### src/rtl/seven_seg_pkg.sv
// Shared seven-segment definitions: segment type, hex glyph table and capture FSM states.
// The display driver encodes from the same table, so the two ends cannot disagree.
package seven_seg_pkg;

  typedef logic [6:0] seg_t;

  localparam int unsigned NUM_DIGITS = 4;

  // Segment order gfedcba, indexed by hex value.
  localparam seg_t SEG_HEX [16] = '{
    7'h3F, 7'h06, 7'h5B, 7'h4F, 7'h66, 7'h6D, 7'h7D, 7'h07,
    7'h7F, 7'h6F, 7'h77, 7'h7C, 7'h39, 7'h5E, 7'h79, 7'h71
  };

  typedef enum logic [1:0] {
    WAIT   = 2'd0,
    SETTLE = 2'd1,
    SAMPLE = 2'd2,
    HOLD   = 2'd3
  } cap_state_t;

  function automatic logic is_onehot(input logic [NUM_DIGITS-1:0] v);
    return (v != '0) && ((v & (v - NUM_DIGITS'(1))) == '0);
  endfunction

endpackage

### src/rtl/seg_pattern_decode.sv
// Combinational seven-segment pattern to hex decoder with blank and error flags.
module seg_pattern_decode
  import seven_seg_pkg::*;
(
  input  seg_t       seg_i,
  output logic [3:0] value_o,
  output logic       blank_o,
  output logic       err_o
);

  logic hit;

  always_comb begin
    value_o = '0;
    hit     = 1'b0;
    for (int unsigned k = 0; k < 16; k++) begin
      if (seg_i == SEG_HEX[k]) begin
        value_o = 4'(k);
        hit     = 1'b1;
      end
    end
    blank_o = (seg_i == '0);
    err_o   = !hit && !blank_o;
  end

endmodule

### src/rtl/seven_segment_capture.sv
// Receiver for a multiplexed four-digit seven-segment display: recovers the hex
// digit shown at each position, flags blank/invalid glyphs and reports full frames.
module seven_segment_capture
  import seven_seg_pkg::*;
#(
  parameter int unsigned SETTLE_CYCLES   = 4,
  parameter int unsigned TIMEOUT_CYCLES  = 65535,
  parameter bit          SEG_ACTIVE_LOW  = 1'b0,
  parameter bit          DSEN_ACTIVE_LOW = 1'b0
) (
  input  logic                       clk,
  input  logic                       rst_n,
  input  logic [6:0]                 seg,
  input  logic [NUM_DIGITS-1:0]      dsen,
  output logic [NUM_DIGITS-1:0][3:0] digits,
  output logic [NUM_DIGITS-1:0]      blank,
  output logic [NUM_DIGITS-1:0]      err,
  output logic                       frame_valid,
  output logic                       timeout
);

  localparam logic [7:0]            SETTLE_THR  = 8'(SETTLE_CYCLES);
  localparam logic [15:0]           TIMEOUT_THR = 16'(TIMEOUT_CYCLES);
  localparam logic [NUM_DIGITS-1:0] ALL_SEEN    = '1;

  typedef logic [NUM_DIGITS+6:0] snap_t;

  seg_t                       s_seg_q;
  logic [NUM_DIGITS-1:0]      s_dsen_q;
  snap_t                      prev_q;
  cap_state_t                 state_q, state_d;
  logic [7:0]                 cnt_q, cnt_d;
  logic [NUM_DIGITS-1:0]      seen_q, seen_d;
  logic [NUM_DIGITS-1:0][3:0] digits_q, digits_d;
  logic [NUM_DIGITS-1:0]      blank_q, blank_d;
  logic [NUM_DIGITS-1:0]      err_q, err_d;
  logic                       fv_q, fv_d;
  logic [15:0]                to_cnt_q, to_cnt_d;

  snap_t                 snap;
  logic                  changed;
  logic                  onehot;
  logic [NUM_DIGITS-1:0] smp_mask;
  logic [3:0]            dec_value;
  logic                  dec_blank;
  logic                  dec_err;

  assign snap     = {s_dsen_q, s_seg_q};
  assign changed  = (snap != prev_q);
  assign onehot   = is_onehot(s_dsen_q);
  // prev_q holds the settled pattern during SAMPLE even if the inputs moved on that edge.
  assign smp_mask = prev_q[NUM_DIGITS+6:7];

  always_ff @(posedge clk) begin
    if (!rst_n) begin
      s_seg_q  <= '0;
      s_dsen_q <= '0;
      prev_q   <= '0;
    end else begin
      s_seg_q  <= SEG_ACTIVE_LOW  ? ~seg  : seg;
      s_dsen_q <= DSEN_ACTIVE_LOW ? ~dsen : dsen;
      prev_q   <= snap;
    end
  end

  seg_pattern_decode u_decode (
    .seg_i   (prev_q[6:0]),
    .value_o (dec_value),
    .blank_o (dec_blank),
    .err_o   (dec_err)
  );

  always_comb begin
    state_d  = state_q;
    cnt_d    = cnt_q;
    digits_d = digits_q;
    blank_d  = blank_q;
    err_d    = err_q;
    fv_d     = (seen_q == ALL_SEEN);
    seen_d   = (seen_q == ALL_SEEN) ? '0 : seen_q;
    to_cnt_d = (to_cnt_q == '1) ? to_cnt_q : to_cnt_q + 16'd1;

    case (state_q)
      WAIT: begin
        cnt_d = '0;
        if (onehot) begin
          state_d = SETTLE;
          cnt_d   = 8'd1;
        end
      end
      SETTLE: begin
        if (changed) begin
          if (onehot) begin
            cnt_d = 8'd1;
          end else begin
            state_d = WAIT;
            cnt_d   = '0;
          end
        end else if (cnt_q >= SETTLE_THR) begin
          state_d = SAMPLE;
        end else begin
          cnt_d = cnt_q + 8'd1;
        end
      end
      SAMPLE: begin
        for (int unsigned i = 0; i < NUM_DIGITS; i++) begin
          if (smp_mask[i]) begin
            digits_d[i] = dec_value;
            blank_d[i]  = dec_blank;
            err_d[i]    = dec_err;
          end
        end
        seen_d   = seen_d | smp_mask;
        to_cnt_d = '0;
        cnt_d    = '0;
        // A change landing on the sample edge must not be absorbed by HOLD.
        state_d  = changed ? WAIT : HOLD;
      end
      HOLD: begin
        if (changed) state_d = WAIT;
      end
      default: state_d = WAIT;
    endcase
  end

  always_ff @(posedge clk) begin
    if (!rst_n) begin
      state_q  <= WAIT;
      cnt_q    <= '0;
      seen_q   <= '0;
      digits_q <= '0;
      blank_q  <= '1;
      err_q    <= '0;
      fv_q     <= 1'b0;
      to_cnt_q <= '0;
    end else begin
      state_q  <= state_d;
      cnt_q    <= cnt_d;
      seen_q   <= seen_d;
      digits_q <= digits_d;
      blank_q  <= blank_d;
      err_q    <= err_d;
      fv_q     <= fv_d;
      to_cnt_q <= to_cnt_d;
    end
  end

  assign digits      = digits_q;
  assign blank       = blank_q;
  assign err         = err_q;
  assign frame_valid = fv_q;
  assign timeout     = (to_cnt_q >= TIMEOUT_THR);

endmodule

### config.mk
export PLATFORM = sky130hd
export DESIGN_NAME = seven_segment_capture
export DESIGN_NICKNAME = d
export VERILOG_FILES = /design/src/rtl/seven_seg_pkg.sv /design/src/rtl/seg_pattern_decode.sv /design/src/rtl/seven_segment_capture.sv
export SDC_FILE = /design/constraint.sdc
export NUM_CORES = 1
export LEC_CHECK = 0
export ABC_CLOCK_PERIOD_IN_PS = 2500
export CORE_ASPECT_RATIO = 0.6
export CORE_MARGIN = 1
export CORE_UTILIZATION = 51
export CTS_BUF_LIST = sky130_fd_sc_hd__clkbuf_16
export DETAILED_ROUTE_END_ITERATION = 10
export GPL_TIMING_DRIVEN = 0
export PLACE_DENSITY = 0.73
export SLEW_MARGIN = 20
export SYNTH_ARGS = -nofsm -noshare
export SYNTH_HDL_FRONTEND = slang
export SYNTH_SLANG_ARGS = --single-unit
### constraint.sdc
create_clock -name clk -period 2.5 [get_ports clk]
set_input_delay 0.5 -clock clk [delete_from_list [all_inputs] [get_ports clk]]
set_output_delay 0.5 -clock clk [all_outputs]
set_load 0.1 [all_outputs]
==> out/results.txt <==
status = finished clean
Slew @ Worst Pin = 0.9721 ns
drt pass-1 iters = 5
Initial Utilization = 0.5457
Synth Area in XOR/XNOR = 0.06111
CTS root buffer = clkbuf_16
Syn. warnings = 0
combinational family with the most area after synthesis = simple AND/OR/NAND/NOR gates
Post-Syn Instances = 391
Post-synth EDFFs = 0
fin crit share = 0.9615
DRT iter0 DRCs = 234
ANT cells = 0
Ports = 39
Critical Path Source = to_cnt_q[0]$_SDFFE_PP0N_
post-route insts no fill = 527
initial antenna violation count = 0
clock slew at reported path FFs = 0.06 ns
first-pass GRT wire length = 12880 µm
CORE AREA = 6304 µm²
Placer Congestion = 0.8794
r2r endpoint = state_q[1]$_SDFFE_PN0P_
IO Port Bufs = 38
HPWL Detailed = 5661 µm
TritonCTS clock tree = yes
Final Setup Violations = 0
crit path max fanout = 6
Reg2Reg Launch Point = prev_q[9]$_SDFF_PN0_
Antenna Nets Post-Route = 0
Final Critical Period = 2.404 ns
reg2reg path depth = 8
drt drc = 0
area of the die = 7087 µm²
Rel. slew slack = 0.3499
RSZ-0062 raised after global routing = no
Synth Area per Inst = 8.797 µm²
total power = 0.002845 W
clk_skew = 0.004219 ns
Die Wd = 108.0 µm
Routed WL = 7852 µm
Synth async-reset ratio = 0
Compound-Gate Fraction of Synth Area = 0.1681
Final Hold Fails = 0
Setup CP Type = register to output pin
Syn Nets = 411
multiplexer share of the synthesized area = 0.02037
Worst Hold Class = register to register
H-tree Lvls = 3
maximum clock insertion buffer count = 2
R2R Setup Slk = 0.17 ns
FF+latch count, synth = 77
Post-Syn Area = 3440 µm²
PwrDens = 670.7 nW/µm²
share of cells above drive strength 1 = 0.06998
cell area after placement = 3926 µm²
final count of pins violating max slew = 0
later-pin clock latency in the skew report = 0.33 ns
Tot GR Track Use = 0.2420
WL/cell = 14.90 µm
routed length on met3 = 531 µm
grt total ovfl = 0
wire length on met2 = 3119 µm
row count = 22
post-synth cell types = 54
Max Cap Viol = 0
TritonCTS buffer count = 9
Post-Synth Adder-Cell Area = 0.02546
simple-gate share of the synthesized area = 0.2314
sequential cell area fraction in the yosys report = 0.4482
Max VDD drop = 0.5270 mV
Crit. End Element = output pin
vias in the first global route = 2513
via count = 2985
crit path DAT = 1.90 ns
fmax = 416.0 MHz
largest net degree at the start of global routing = 13
critical path data required time = 2.00 ns
Lkg Pwr = 1.595 nW
vias per cell = 5.664
Layout Cell Area excl Fill = 4242 µm²
Top Metal Used = met4
CP startpoint kind = register
CTS Sinks = 77
Die Y = 65.61 µm
crit path to = timeout
Top FF cell, synth = dfxtp_1
Layout area overhead = 23.32%
Placed Instances = 513
Nets = 459
HP Start = err[3]$_SDFFE_PN0P_
Met1 Wirelength = 4109 µm
## area by class of cell
cell class | count | area [µm²]
Multi-Input combinational cell | 281 | 1747
Sequential cell | 77 | 1541
Fill cell | 548 | 2062
Timing Repair Buffer | 38 | 390.4
Buffer | 26 | 131.4
Tap cell | 84 | 105.1
Inverter | 6 | 22.52
Clock buffer | 9 | 225.2
Clock inverter | 6 | 78.83
## state kept, by name, summed over array words and instances, names as in the netlist, 4 cells and up
register  flops
prev_q       11
err           4
s_seg_q       7
to_cnt_q     16
seen_q        4
cnt_q         8
blank         4
digits       16
s_dsen_q      4
## metal layers
layer  global-route usage  vias to the layer above
li1                     -                     1484
met1               0.3689                     1383
met2               0.3209                      109
met3              0.06647                        9
met4              0.07534                        0
met5                    0                        -
## worst min path at each step
stage          depth (start not counted)              endpoint
6_report                               2   err[3]$_SDFFE_PN0P_
3_5_place_dp                           2   err[3]$_SDFFE_PN0P_
5_1_grt                                2   err[3]$_SDFFE_PN0P_
2_1_floorplan                          2  seen_q[2]$_SDFF_PN0_
3_3_place_gp                           2   err[1]$_SDFFE_PN0P_
4_1_cts                                2   err[3]$_SDFFE_PN0P_
## cell families (layout without fill, tap and decap cells)
group           Yosys count  in the layout
fa+ha+maj                 7              7
mux                       7              7
compound gates           82             82
simple gates            161            161
flops                    77             77
xor+xnor                 24             24
buf+inv                  33             85
## critical path, cell delays in order (launching register included)
cell and delay, ns:
dfxtp_1 0.38, ha_2 0.23, and4_1 0.20, and4_4 0.27
and2_1 0.12, buf_2 0.18, buf_12 0.19
## through the flow
step	setup WS (ns)	hold WS, ns	TNS [ns]	util
after global placement	-0.6776	0.4459	-0.6776	0.6229
after detailed placement	-0.6565	0.4482	-0.6565	0.6229
after CTS	0.01699	0.4556	0	0.6715
final	0.09630	0.4542	0	0.6729
after floorplan	0.3070	0.4362	0	-
after global routing	0.008080	0.4700	0	0.6729
## cells in the final DEF, fill, tap and decap left out, types with 3 or more instances in the layout
cell / Yosys / routed
dfxtp_1: 77 / 77
nor2_1: 45 / 45
clkdlybuf4s50_1: 0 / 37
nand2_1: 36 / 36
a21oi_1: 29 / 29
and2_1: 25 / 25
nand3_1: 20 / 20
xor2_1: 19 / 19
clkbuf_1: 18 / 16
a311oi_1: 10 / 10
clkbuf_16: 0 / 9
nor3_1: 8 / 8
mux2i_1: 7 / 7
ha_1: 7 / 6
inv_1: 5 / 5
a41oi_1: 5 / 5
xnor2_1: 5 / 5
o21ai_0: 5 / 5
o211ai_1: 5 / 5
and3_1: 4 / 4
nand4_1: 4 / 4
a2bb2oi_1: 4 / 4
buf_2: 2 / 3
buf_6: 3 / 3
o31ai_1: 3 / 3
clkinv_2: 0 / 3
## cell usage after synthesis, types with 3 or more instances
cell type,n,area [µm²]
a21oi_1,29,145.1
a2bb2oi_1,4,35.03
a311oi_1,10,87.58
a41oi_1,5,43.79
and2_1,25,156.4
and3_1,4,25.02
and4_1,3,26.28
buf_6,3,33.78
clkbuf_1,18,67.56
dfxtp_1,77,1541
ha_1,7,87.58
inv_1,5,18.77
mux2i_1,7,70.07
nand2_1,36,135.1
nand3_1,20,100.1
nand4_1,4,25.02
nor2_1,45,168.9
nor3_1,8,40.04
o211ai_1,5,37.54
o21ai_0,5,25.02
o31ai_1,3,22.52
xnor2_1,5,43.79
xor2_1,19,166.4
## timing repair
item                                    4_1_cts  5_1_grt
endpoints found under the setup margin        1        1
setup buffers                                 0        0
hold buffers                                  0        0
gates resized for setup                       9        4
cloned                                        0        0
## where the power goes
group | internal, W | leakage (nW) | switching, W
sequential | 0.00126 | 0.626 | 0.0000286
clock | 0.000858 | 0.152 | 0.000469
combinational | 0.000103 | 0.816 | 0.000128
total | 0.00222 | 1.60 | 0.000626
(Power assumes the default switching activity.)
